**src/rtl/ntr_resp_ctrl.sv**
```systemverilog
// ntr_resp_ctrl: card-side response controller for the NTR host bus.
// Latches a received command, then fetches response bytes one at a time
// from a byte source and presents each on ntr_dout across one host clock
// low/high period, until the opcode's byte count is exhausted.
module ntr_resp_ctrl #(
    parameter int LEN_W = 14
) (
    input  logic        clk,
    input  logic        rst,
    input  logic        ntr_cs1,
    input  logic        ntr_clk,
    input  logic        cmd_ready,
    input  logic [63:0] command,
    output logic        byte_req,
    input  logic        byte_valid,
    input  logic [7:0]  byte_data,
    output logic [7:0]  ntr_dout,
    output logic        ntr_oe,
    output logic        cmd_strobe,
    output logic [7:0]  cmd_op,
    output logic        busy,
    output logic        underrun
);

    typedef enum logic [2:0] {
        IDLE,
        DECODE,
        FETCH,
        WAIT_LOW,
        WAIT_HIGH,
        DONE
    } state_t;

    state_t           state;
    state_t           state_next;
    logic [LEN_W-1:0] remaining;
    logic [7:0]       hold_data;
    logic             ntr_clk_q;
    logic             cmd_low_seen;
    logic             clk_fall;
    logic             last_byte;

    // Response length in bytes for each opcode; unknown opcodes send nothing.
    function automatic logic [LEN_W-1:0] op_len(input logic [7:0] op);
        case (op)
            8'h9F:        op_len = LEN_W'(32'h2000);
            8'h00, 8'hB7: op_len = LEN_W'(32'h200);
            8'h90, 8'hB8: op_len = LEN_W'(32'd4);
            default:      op_len = '0;
        endcase
    endfunction

    assign clk_fall   = ntr_clk_q & ~ntr_clk;
    assign last_byte  = (remaining == LEN_W'(1)) || (remaining == '0);
    assign busy       = (state != IDLE);
    assign cmd_strobe = (state == DECODE);

    // State register.
    // NOTE: every clocked block uses non-blocking assignments so all flops
    // sample the same pre-edge values regardless of block evaluation order.
    always_ff @(posedge clk or posedge rst) begin
        if (rst) begin
            state <= IDLE;
        end else begin
            state <= state_next;
        end
    end

    // Next-state decode; card deselect overrides every other transition.
    // NOTE: state_next is defaulted before the case so no path leaves it
    // unassigned, which would otherwise infer a latch.
    always_comb begin
        state_next = state;
        if (ntr_cs1) begin
            state_next = IDLE;
        end else begin
            case (state)
                IDLE:      if (cmd_ready && cmd_low_seen) state_next = DECODE;
                DECODE:    state_next = (remaining == '0) ? DONE : FETCH;
                FETCH:     if (byte_valid) state_next = WAIT_LOW;
                WAIT_LOW:  if (!ntr_clk) state_next = WAIT_HIGH;
                WAIT_HIGH: if (ntr_clk) state_next = last_byte ? DONE : FETCH;
                DONE:      state_next = DONE;
                default:   state_next = IDLE;
            endcase
        end
    end

    // Command latch, byte counter, request pulse, bus data and enable.
    // NOTE: hold_data is a single byte register rather than a memory, so it
    // is reset with the rest of the datapath and never holds an unknown.
    always_ff @(posedge clk or posedge rst) begin
        if (rst) begin
            cmd_op    <= 8'h00;
            remaining <= '0;
            hold_data <= 8'hFF;
            ntr_dout  <= 8'hFF;
            ntr_oe    <= 1'b0;
            byte_req  <= 1'b0;
        end else begin
            // One pulse per FETCH entry, never while already waiting in FETCH.
            byte_req <= (state_next == FETCH) && (state != FETCH);
            if (ntr_cs1) begin
                remaining <= '0;
                ntr_oe    <= 1'b0;
            end else begin
                case (state)
                    IDLE: begin
                        if (state_next == DECODE) begin
                            cmd_op    <= command[63:56];
                            remaining <= op_len(command[63:56]);
                        end
                    end
                    FETCH: begin
                        if (byte_valid) hold_data <= byte_data;
                    end
                    WAIT_LOW: begin
                        if (!ntr_clk) begin
                            ntr_dout <= hold_data;
                            ntr_oe   <= 1'b1;
                        end
                    end
                    WAIT_HIGH: begin
                        if (ntr_clk && (remaining != '0)) remaining <= remaining - LEN_W'(1);
                    end
                    default: ;
                endcase
            end
        end
    end

    // Host clock history and sticky underrun: a falling host clock while
    // still fetching means the host sampled a byte that was not ready.
    always_ff @(posedge clk or posedge rst) begin
        if (rst) begin
            ntr_clk_q <= 1'b0;
            underrun  <= 1'b0;
        end else begin
            ntr_clk_q <= ntr_clk;
            if (state == DECODE) begin
                underrun <= 1'b0;
            end else if ((state == FETCH) && clk_fall) begin
                underrun <= 1'b1;
            end
        end
    end

    // Re-arm guard: a level-high cmd_ready must drop once in IDLE before
    // the same command can start another transfer.
    always_ff @(posedge clk or posedge rst) begin
        if (rst) begin
            cmd_low_seen <= 1'b0;
        end else if (state != IDLE) begin
            cmd_low_seen <= 1'b0;
        end else if (!cmd_ready) begin
            cmd_low_seen <= 1'b1;
        end
    end

endmodule

```
**config.mk**
```make
export PLATFORM = sky130hd
export DESIGN_NAME = ntr_resp_ctrl
export DESIGN_NICKNAME = d
export VERILOG_FILES = /design/src/rtl/ntr_resp_ctrl.sv
export SDC_FILE = /design/constraint.sdc
export NUM_CORES = 1
export LEC_CHECK = 0
export CORE_AREA = 2 2 86 71
export CTS_CLUSTER_DIAMETER = 40
export DETAILED_ROUTE_END_ITERATION = 6
export DIE_AREA = 0 0 88 73
export PLACE_DENSITY = 0.8
export SETUP_SLACK_MARGIN = 0.2
export SLEW_MARGIN = 20
export SYNTH_ARGS = -nofsm -noshare
export SYNTH_HDL_FRONTEND = slang
export SYNTH_SLANG_ARGS = --single-unit
```
**constraint.sdc**
```tcl
create_clock -name clk -period 2.4 [get_ports clk]
set_input_delay 0.48 -clock clk [delete_from_list [all_inputs] [get_ports clk]]
set_output_delay 0.48 -clock clk [all_outputs]
set_load 0.02 [all_outputs]
```
==> impl_metrics.tcl, run 1 <==
set metrics [dict create \
    outcome "completed" \
    drt_iter0_drc 171 \
    start_kind "register" \
    synth_edf_count 0 \
    core_area_um2 5662 \
    p_leak_nw 1.223 \
    grt_pass1_wl_um 7900 \
    p_comb_share_pct 44.9 \
    rr_worst_depth 7 \
    synth-warning-count 0 \
    vias_per_cell 5.355 \
    pwr-share-seq_pct 39.5 \
    path_clk_slew_ps 90 \
    synth.avg_cell_area_um2 11.30 \
    synth_cell_types 54 \
    die_w_um 88 \
    num_vias 1810 \
    row_count 25 \
    tns_ps 0 \
    drive_gt1_share_pct 28.79 \
    hold_buffers 0 \
    grt.met3_usage_pct 3.959 \
    synth-async-reset-ratio_pct 100.0 \
    arrival_ps 1660 \
    grtUsageMet2_pct 22.56 \
    htree_levels 2 \
    numClockSinks 46 \
    overflow 0 \
    fin_nets 337 \
    die_area_um2 6424 \
    peakVddDrop_mv 0.4702 \
    insertion_delay_ps 300 \
    synth_seq_cells 46 \
    clockPowerShare_pct 15.6 \
    drv_cap 0 \
    wirelength_um 4965 \
    hold_violations 0 \
    dp_hpwl_um 3538 \
    p_per_area_nw_per_um2 1059 \
    finalMaxSlewViolations 0 \
    layout.cells.most_common "clkdlybuf4s50_1" \
    switching_power_w 0.001229 \
    area_growth_pct 27.59 \
    seq_area_frac_synth_pct 50.05 \
    antenna_found_initial 0 \
    mostFrequentLayoutCells "clkdlybuf4s50_1 (40), dfrtp_1 (28), mux2_2 (24)" \
    p_int_w 0.001934 \
    post_cts_buffers 0 \
    fin_skew_ps 7.846 \
    clock_path_buffers 2 \
    rsz0062_at_grt "true" \
    utilization_pct 52.73 \
    use_met1_pct 23.67 \
    syn_nets 288 \
    top_usage_layer "met1" \
    swShare_pct 38.85 \
    fmax_mhz 467.4 \
    netlist_area_um2 2340 \
    ioPinCount 99 \
    remaining_drc_errors 0 \
    antenna_cells 0 \
    hp-class "register to register" \
    worstPathRequired_ps 1920 \
    tightest_slew_ps 558.3 \
    period_needed_ps 2140 \
    ant_nets 0 \
    wire_per_inst_um 14.69 \
    cts_tree "built" \
    io_buffers 42 \
    hold_depth 1 \
    setup_viol 0 \
    dr.pass1.iters 4 \
    numCtsBuffers 5 \
    dieHeight_um 73 \
    grt_pass1_vias 1618 \
    grt_usage_pct 15.73 \
    cp-end-kind "primary output" \
    finalCritPeriodShare_pct 89.15 \
    clockRootBuffer "clkbuf_8" \
    crit_fanout 11 \
    synth-main-ff-cell "dfrtp_1" \
    timing.slew.headroom_pct 62.78 \
    syn_inst 207 \
    grt_max_degree 47 \
    crit_type "register to primary output" \
    gp_congestion 0.8594 \
    start_util_pct 41.33 \
]
[cells by family (layout without fill, tap and decap cells)]
group / Yosys count / count (layout) / share of synthesized area, %
adders and majority gates: 3 / 3 / 1.604
buffers and inverters: 16 / 66 / 3.636
muxes: 25 / 25 / 11.98
xor gates and xnor gates: 1 / 1 / 0.3744
AOI/OAI and AO/OA: 50 / 50 / 14.44
and+or+nand+nor: 66 / 66 / 17.92
DFF: 46 / 46 / 50.05
[power by group through the flow]
stage	clock network [W]	registers, W	logic [W]
global placement	0	0.00124	0.00137
CTS	0.000508	0.00124	0.00138
floorplan	0	0.00128	0.000900
global route	0.000533	0.00128	0.00154
detailed placement	0	0.00125	0.00140
finish	0.000494	0.00125	0.00142
[critical path, cell delays in order (launching register included)]
cell           delay, ps
dfrtp_1              510
and2b_1              260
nor2b_1              210
dlygate4sd2_1        370
[synth_stat cells (4+ instances only)]
cell / instances / share of area, %
or3_1: 5 / 1.3
nor4_1: 6 / 1.6
nor2b_1: 7 / 1.9
nor2_1: 5 / 0.80
nor3_1: 8 / 1.7
a21o_1: 4 / 1.3
inv_1: 9 / 1.4
a21oi_1: 10 / 2.1
a31oi_1: 6 / 1.6
dfstp_2: 16 / 18
dfrtp_1: 30 / 32
mux2_2: 24 / 12
nand2_1: 9 / 1.4
o21ai_0: 12 / 2.6
nand3_1: 4 / 0.86
[worst paths after layout]
kind / start / to / slack [ps]
max in group asynchronous: rst / state[2] / 1380
setup reg to reg: remaining[1] / remaining[8] / 310
setup / recovery: state[1] / cmd_strobe / 260
hold / removal: cmd_op[3] / cmd_op[3] / 510
min in group asynchronous: rst / ntr_oe / 620
hold reg to reg: cmd_op[3] / cmd_op[3] / 510
[through the flow]
step | setup WS (ps) | instance area, µm² | total power [W] | instances | hold WS [ps]
after CTS | 229.4 | 2955 | 0.003137 | 338 | 519.7
final | 260.5 | 2985 | 0.003163 | 338 | 513.8
after global routing | 93.53 | 2985 | 0.003354 | 338 | 537.9
after floorplan | 524.1 | 2340 | 0.002183 | 207 | 492.1
after global placement | 319.7 | 2863 | 0.002612 | 330 | 489.0
after detailed placement | 282.7 | 2863 | 0.002647 | 330 | 498.4
[cell type report]
cell class	count	area (µm²)
timing repair buffer	49	470.5
inverter	9	33.78
fill	495	2676
sequential	46	1174
tap	81	101.3
clock inverter	3	23.77
multi-input combinational	145	1114
clock buffer	5	68.82
[flip-flops by register name, summed over array words and instances (netlist names)]
name / flops
remaining: 14
cmd_op: 8
hold_data: 8
ntr_dout: 8
state: 3
byte_req: 1
cmd_low_seen: 1
ntr_clk_q: 1
ntr_oe: 1
underrun: 1
[timing repair]
item	CTS	global route
endpoints found under the setup margin	2	13
gates resized for setup	4	5
gates cloned	0	0
[routing by layer]
metal | vias up | share of wire, %
met2 | 40 | 46
li1 | 866 | -
met4 | 0 | 1.0
met5 | - | 0
met1 | 897 | 48
met3 | 7 | 4.5
Power figures use the tool's default switching activity.
==> run 2: changes to the inputs <==
--- a/config.mk
+++ b/config.mk
@@ -9,7 +9,8 @@
 export CTS_CLUSTER_DIAMETER = 40
 export DETAILED_ROUTE_END_ITERATION = 6
 export DIE_AREA = 0 0 88 73
-export PLACE_DENSITY = 0.8
+export HOLD_SLACK_MARGIN = 0.05
+export PLACE_DENSITY = 0.77
 export SETUP_SLACK_MARGIN = 0.2
 export SLEW_MARGIN = 20
 export SYNTH_ARGS = -nofsm -noshare
==> impl_metrics.tcl, run 2 (synthesis gave the netlist of run 1 again) <==
set metrics [dict create \
    io_buffers 42 \
    setup_slack_ps 327.0 \
    drv_cap 0 \
    start_util_pct 41.33 \
    cp-end-kind "primary output" \
    largest_register_ff_count 14 \
    remaining_drc_errors 0 \
    worstPathCellList "and2b_1, nor2b_1, dlygate4sd2_1" \
    grt_usage_pct 16.85 \
    cp-startpoint "state[1]" \
    tns_ps 0 \
    peakVddDrop_mv 0.5292 \
    die_area_um2 6424 \
    core_area_um2 5662 \
    hold_violations 0 \
    clockRootBuffer "clkbuf_8" \
    p_per_area_nw_per_um2 1097 \
    fill_cells 494 \
    tightest_slew_ps 626.9 \
    period_needed_ps 2073 \
    grt_pass1_wl_um 8390 \
    mostFrequentLayoutCells "clkdlybuf4s50_1 (40), dfrtp_1 (27), mux2_2 (24)" \
    wirelength_um 5025 \
    switching_power_w 0.001195 \
    ioPinCount 99 \
    swShare_pct 36.02 \
    layoutNonFillerInstCount 338 \
    fin_skew_ps 6.567 \
    insertion_delay_ps 300 \
    finalPower_w 0.003319 \
    top_register "remaining" \
    pwr-share-seq_pct 37.7 \
    timing.slew.headroom_pct 57.89 \
    crit_fanout 11 \
    finalMaxSlewViolations 0 \
    dp.cells 330 \
    crit_type "register to primary output" \
    gp_congestion 0.8045 \
    num_vias 1810 \
    p_int_w 0.002123 \
    hp-class "register to register" \
    path_clk_slew_ps 90 \
    outcome "completed" \
    clock_path_buffers 2 \
    clockPowerShare_pct 20.1 \
    cts_tree "built" \
    post_cts_buffers 0 \
    antenna_cells 0 \
    dp_hpwl_um 3583 \
    vias_per_cell 5.355 \
    drive_gt1_share_pct 28.79 \
    p_comb_share_pct 42.2 \
    p_leak_nw 1.241 \
    dieHeight_um 73 \
    grt_pass1_vias 1799 \
    layout.cells.most_common "clkdlybuf4s50_1" \
    numClockSinks 46 \
    start_kind "register" \
    crit_slowest_cell "dfrtp_2" \
    dp_slack_ps 301.5 \
    fin_nets 337 \
    wire_per_inst_um 14.87 \
    arrival_ps 1590 \
    holdWs_ps 513.6 \
    setup_viol 0 \
    r2r-start "remaining[3]" \
    worstPathRequired_ps 1920 \
    overflow 0 \
    min_from "cmd_op[6]" \
    finalCritPeriodShare_pct 86.37 \
    dr.pass1.iters 4 \
    htree_levels 2 \
    drt_iter0_drc 120 \
    antenna_found_initial 0 \
    max_stage_delay_ps 490 \
    grt_max_degree 47 \
    numCtsBuffers 5 \
    ant_nets 0 \
    die_w_um 88 \
    fmax_mhz 482.4 \
    area_growth_pct 29.36 \
    rsz0062_at_grt "false" \
    row_count 25 \
]
==> run 2: cell count changes in the layout (fill, tap and decap cells not counted) <==
cell / previous run / this run
inv_6: 1 / 0
bufinv_16: 0 / 1
nor3_2: 2 / 1
dfrtp_1: 28 / 27
nor3_1: 7 / 8
clkbuf_8: 5 / 6
dfrtp_2: 2 / 3
clkinv_4: 1 / 0
clkbuf_16: 0 / 1
inv_4: 1 / 0
==> run 2: through the flow <==
| stage | utilization [%] | cell area [µm²] |
|---|---|---|
| final | 53.46 | 3027 |
| after global placement | 50.56 | 2863 |
| after global routing | 53.46 | 3027 |
| after detailed placement | 50.56 | 2863 |
| after CTS | 52.99 | 3000 |
| after floorplan | - | 2340 |
==> run 2: per-layer routing <==
layer,GRT usage (%),part of all wire (%),wire length (µm)
met1,23.13,46,2316
met2,25.93,48,2393
met5,0,0,0
met3,4.412,5.2,260
met4,5.812,1.1,55
==> run 2: power groups by stage <==
stage / Clock (W) / Combinational (W) / Sequential [W]
after floorplan: 0 / 0.000900 / 0.00128
after global placement: 0 / 0.00137 / 0.00125
after detailed placement: 0 / 0.00138 / 0.00126
after CTS: 0.000680 / 0.00137 / 0.00125
after global routing: 0.000711 / 0.00152 / 0.00129
final: 0.000668 / 0.00140 / 0.00125
==> run 2: final timing paths <==
path / end / slack [ps] / cells past startpoint
hold reg to reg: cmd_op[6] / 510 / 1
hold / removal: cmd_op[6] / 510 / 1
setup / recovery: cmd_strobe / 330 / 3
min in group asynchronous: cmd_op[2] / 640 / 3
max in group asynchronous: state[2] / 1350 / 3
setup reg to reg: remaining[9] / 350 / 5
==> run 2: final cells by class <==
type	instances	area (µm²)	area share, %
clock inverters	1	30.03	0.9921
repair buffers	49	470.5	15.54
multi-input cells	145	1109	36.63
flip-flops and latches	46	1175	38.82
inverters	9	33.78	1.116
clock buffers	7	107.6	3.555
well taps	81	101.3	3.348
==> run 2: worst max-delay path, delay by kind of cell (launching register included) <==
kind	cells	cell delay [ps]
flip-flops	1	490
AND/OR/NAND/NOR	2	430
buffers and inverters	1	370
==> run 2: what timing repair did <==
action,in CTS,in global routing
gates resized for setup,4,5
hold endpoints to repair,0,0
hold buffers,0,0
endpoints found under the setup margin,2,17
==> run 3: changes to the inputs <==
--- a/config.mk
+++ b/config.mk
@@ -11,7 +11,7 @@
 export DIE_AREA = 0 0 88 73
 export HOLD_SLACK_MARGIN = 0.05
 export PLACE_DENSITY = 0.77
-export SETUP_SLACK_MARGIN = 0.2
+export SETUP_SLACK_MARGIN = 0.5
 export SLEW_MARGIN = 20
 export SYNTH_ARGS = -nofsm -noshare
 export SYNTH_HDL_FRONTEND = slang
==> impl_metrics.tcl, run 3 (synthesis gave the netlist of run 1 again) <==
set metrics [dict create \
    antenna_cells 0 \
    p_int_w 0.002288 \
    setup_viol 0 \
    start_kind "register" \
    p_leak_nw 1.414 \
    remaining_drc_errors 0 \
    num_vias 1941 \
    ioPinCount 99 \
    area_growth_pct 38.29 \
    pwr-share-seq_pct 34.2 \
    swShare_pct 36.63 \
    dp_hpwl_um 3583 \
    drive_gt1_share_pct 39.19 \
    finalMaxSlewViolations 0 \
    layout.cells.most_common "clkdlybuf4s50_1" \
    cts_tree "built" \
    grt_pass1_vias 1876 \
    place_area_um2 2863 \
    mostFrequentLayoutCells "clkdlybuf4s50_1 (32), dfrtp_1 (26), mux2_2 (24)" \
    drv_cap 0 \
    dp.cells 330 \
    start_util_pct 41.33 \
    worstPathRequired_ps 2580 \
    worstPathCellList "nor4_4, nand4_1, buf_4, a221oi_2, nor4_1" \
    fin_area_um2 3236 \
    row_count 25 \
    crit_fanout 6 \
    hp-class "register to register" \
    fmax_mhz 522.3 \
    crit_type "register to register" \
    top_register "remaining" \
    largest_register_ff_count 14 \
    htree_levels 2 \
    hold_buffers 0 \
    utilization_pct 57.15 \
    antenna_found_initial 0 \
    core_area_um2 5662 \
    finalCritPeriodShare_pct 79.77 \
    grt_usage_pct 17.76 \
    wirelength_um 5696 \
    rsz0062_at_grt "true" \
    tns_ps 0 \
    crit_slowest_cell "dfrtp_1" \
    switching_power_w 0.001322 \
    clockPowerShare_pct 18.5 \
    dr.pass1.iters 4 \
    die_w_um 88 \
    p_per_area_nw_per_um2 1116 \
    layoutNonFillerInstCount 354 \
    grt_pass1_wl_um 8852 \
    regToRegSetupSlack_ps 490 \
    timing.slew.headroom_pct 61.03 \
    gp_congestion 0.8045 \
    fin_skew_ps 8.813 \
    max_stage_delay_ps 500 \
    fin_nets 353 \
    numCtsBuffers 5 \
    arrival_ps 2090 \
    cp-end-kind "register" \
    ant_nets 0 \
    vias_per_cell 5.483 \
    dieHeight_um 73 \
    io_buffers 42 \
    drt_iter0_drc 143 \
    peakVddDrop_mv 0.5484 \
    outcome "completed" \
    wire_per_inst_um 16.09 \
    p_comb_share_pct 47.3 \
    hold_violations 0 \
    path_clk_slew_ps 90 \
    tightest_slew_ps 584.6 \
    clockRootBuffer "clkbuf_8" \
    finalPower_w 0.003610 \
    overflow 0 \
    period_needed_ps 1915 \
    clock_path_buffers 2 \
    numClockSinks 46 \
    grt_max_degree 47 \
    insertion_delay_ps 300 \
    die_area_um2 6424 \
]
-- run 3: changes by cell type in the layout (fill, tap and decap cells not counted), moves of 2 or more --
cell / delta
buf_2: +2
buf_4: +14
inv_1: -2
nor3_1: -3
clkdlybuf4s50_1: -8
inv_2: +2
nor3_2: +2
dlygate4sd2_1: +6
nor2b_1: -2
-- run 3: path summary, 6_finish.rpt --
path / start / endpoint / cells after the start
worst max-delay path: remaining[2] / byte_req / 5
worst min-delay path: cmd_op[6] / cmd_op[6] / 1
worst max register to register: remaining[2] / byte_req / 5
worst min register to register: cmd_op[6] / cmd_op[6] / 1
max in group asynchronous: rst / state[0] / 3
min in group asynchronous: rst / ntr_clk_q / 3
-- run 3: critical path, delay by kind of cell, from the launching register on --
kind                   cells  cell delay, ps
AND/OR/NAND/NOR            3             750
flip-flops                 1             500
AO/OA/AOI/OAI              1             320
buffers and inverters      1             220
-- run 3: power groups by stage --
stage / Sequential, W / Clock, W / Combinational, W
after detailed placement: 0.00126 / 0 / 0.00138
final: 0.00124 / 0.000668 / 0.00171
after global placement: 0.00125 / 0 / 0.00137
after global routing: 0.00127 / 0.000711 / 0.00182
after CTS: 0.00123 / 0.000680 / 0.00151
after floorplan: 0.00128 / 0 / 0.000900
-- run 3: stage by stage --
step / setup WS [ps] / hold WS [ps]
final: 485.5 / 513.7
after global routing: 423.8 / 544.6
after CTS: 414.0 / 523.6
after detailed placement: 301.5 / 498.9
after global placement: 312.7 / 490.4
after floorplan: 524.1 / 492.1
-- run 3: layout make-up --
cell class / instances / area [µm²]
inverters: 9 / 33.78
flip-flops and latches: 46 / 1176
clock buffers: 7 / 107.6
fillers: 460 / 2426
multi-input cells: 145 / 1212
repair buffers: 65 / 574.3
clock inverters: 1 / 30.03
well taps: 81 / 101.3
-- run 3: what timing repair did --
item,in CTS,in global routing
buffers inserted,10,6
gates resized for setup,28,18
pin swaps,3,6
endpoints found under the hold margin,0,0
setup endpoints to repair,34,27
-- run 3: per-layer routing --
| metal | wire (µm) | GRT usage, % | part of all wire, % |
|---|---|---|---|
| met5 | 0 | 0 | 0 |
| met4 | 70 | 5.641 | 1.2 |
| met3 | 361 | 4.412 | 6.3 |
| met2 | 2740 | 27.95 | 48 |
| met1 | 2524 | 24.21 | 44 |
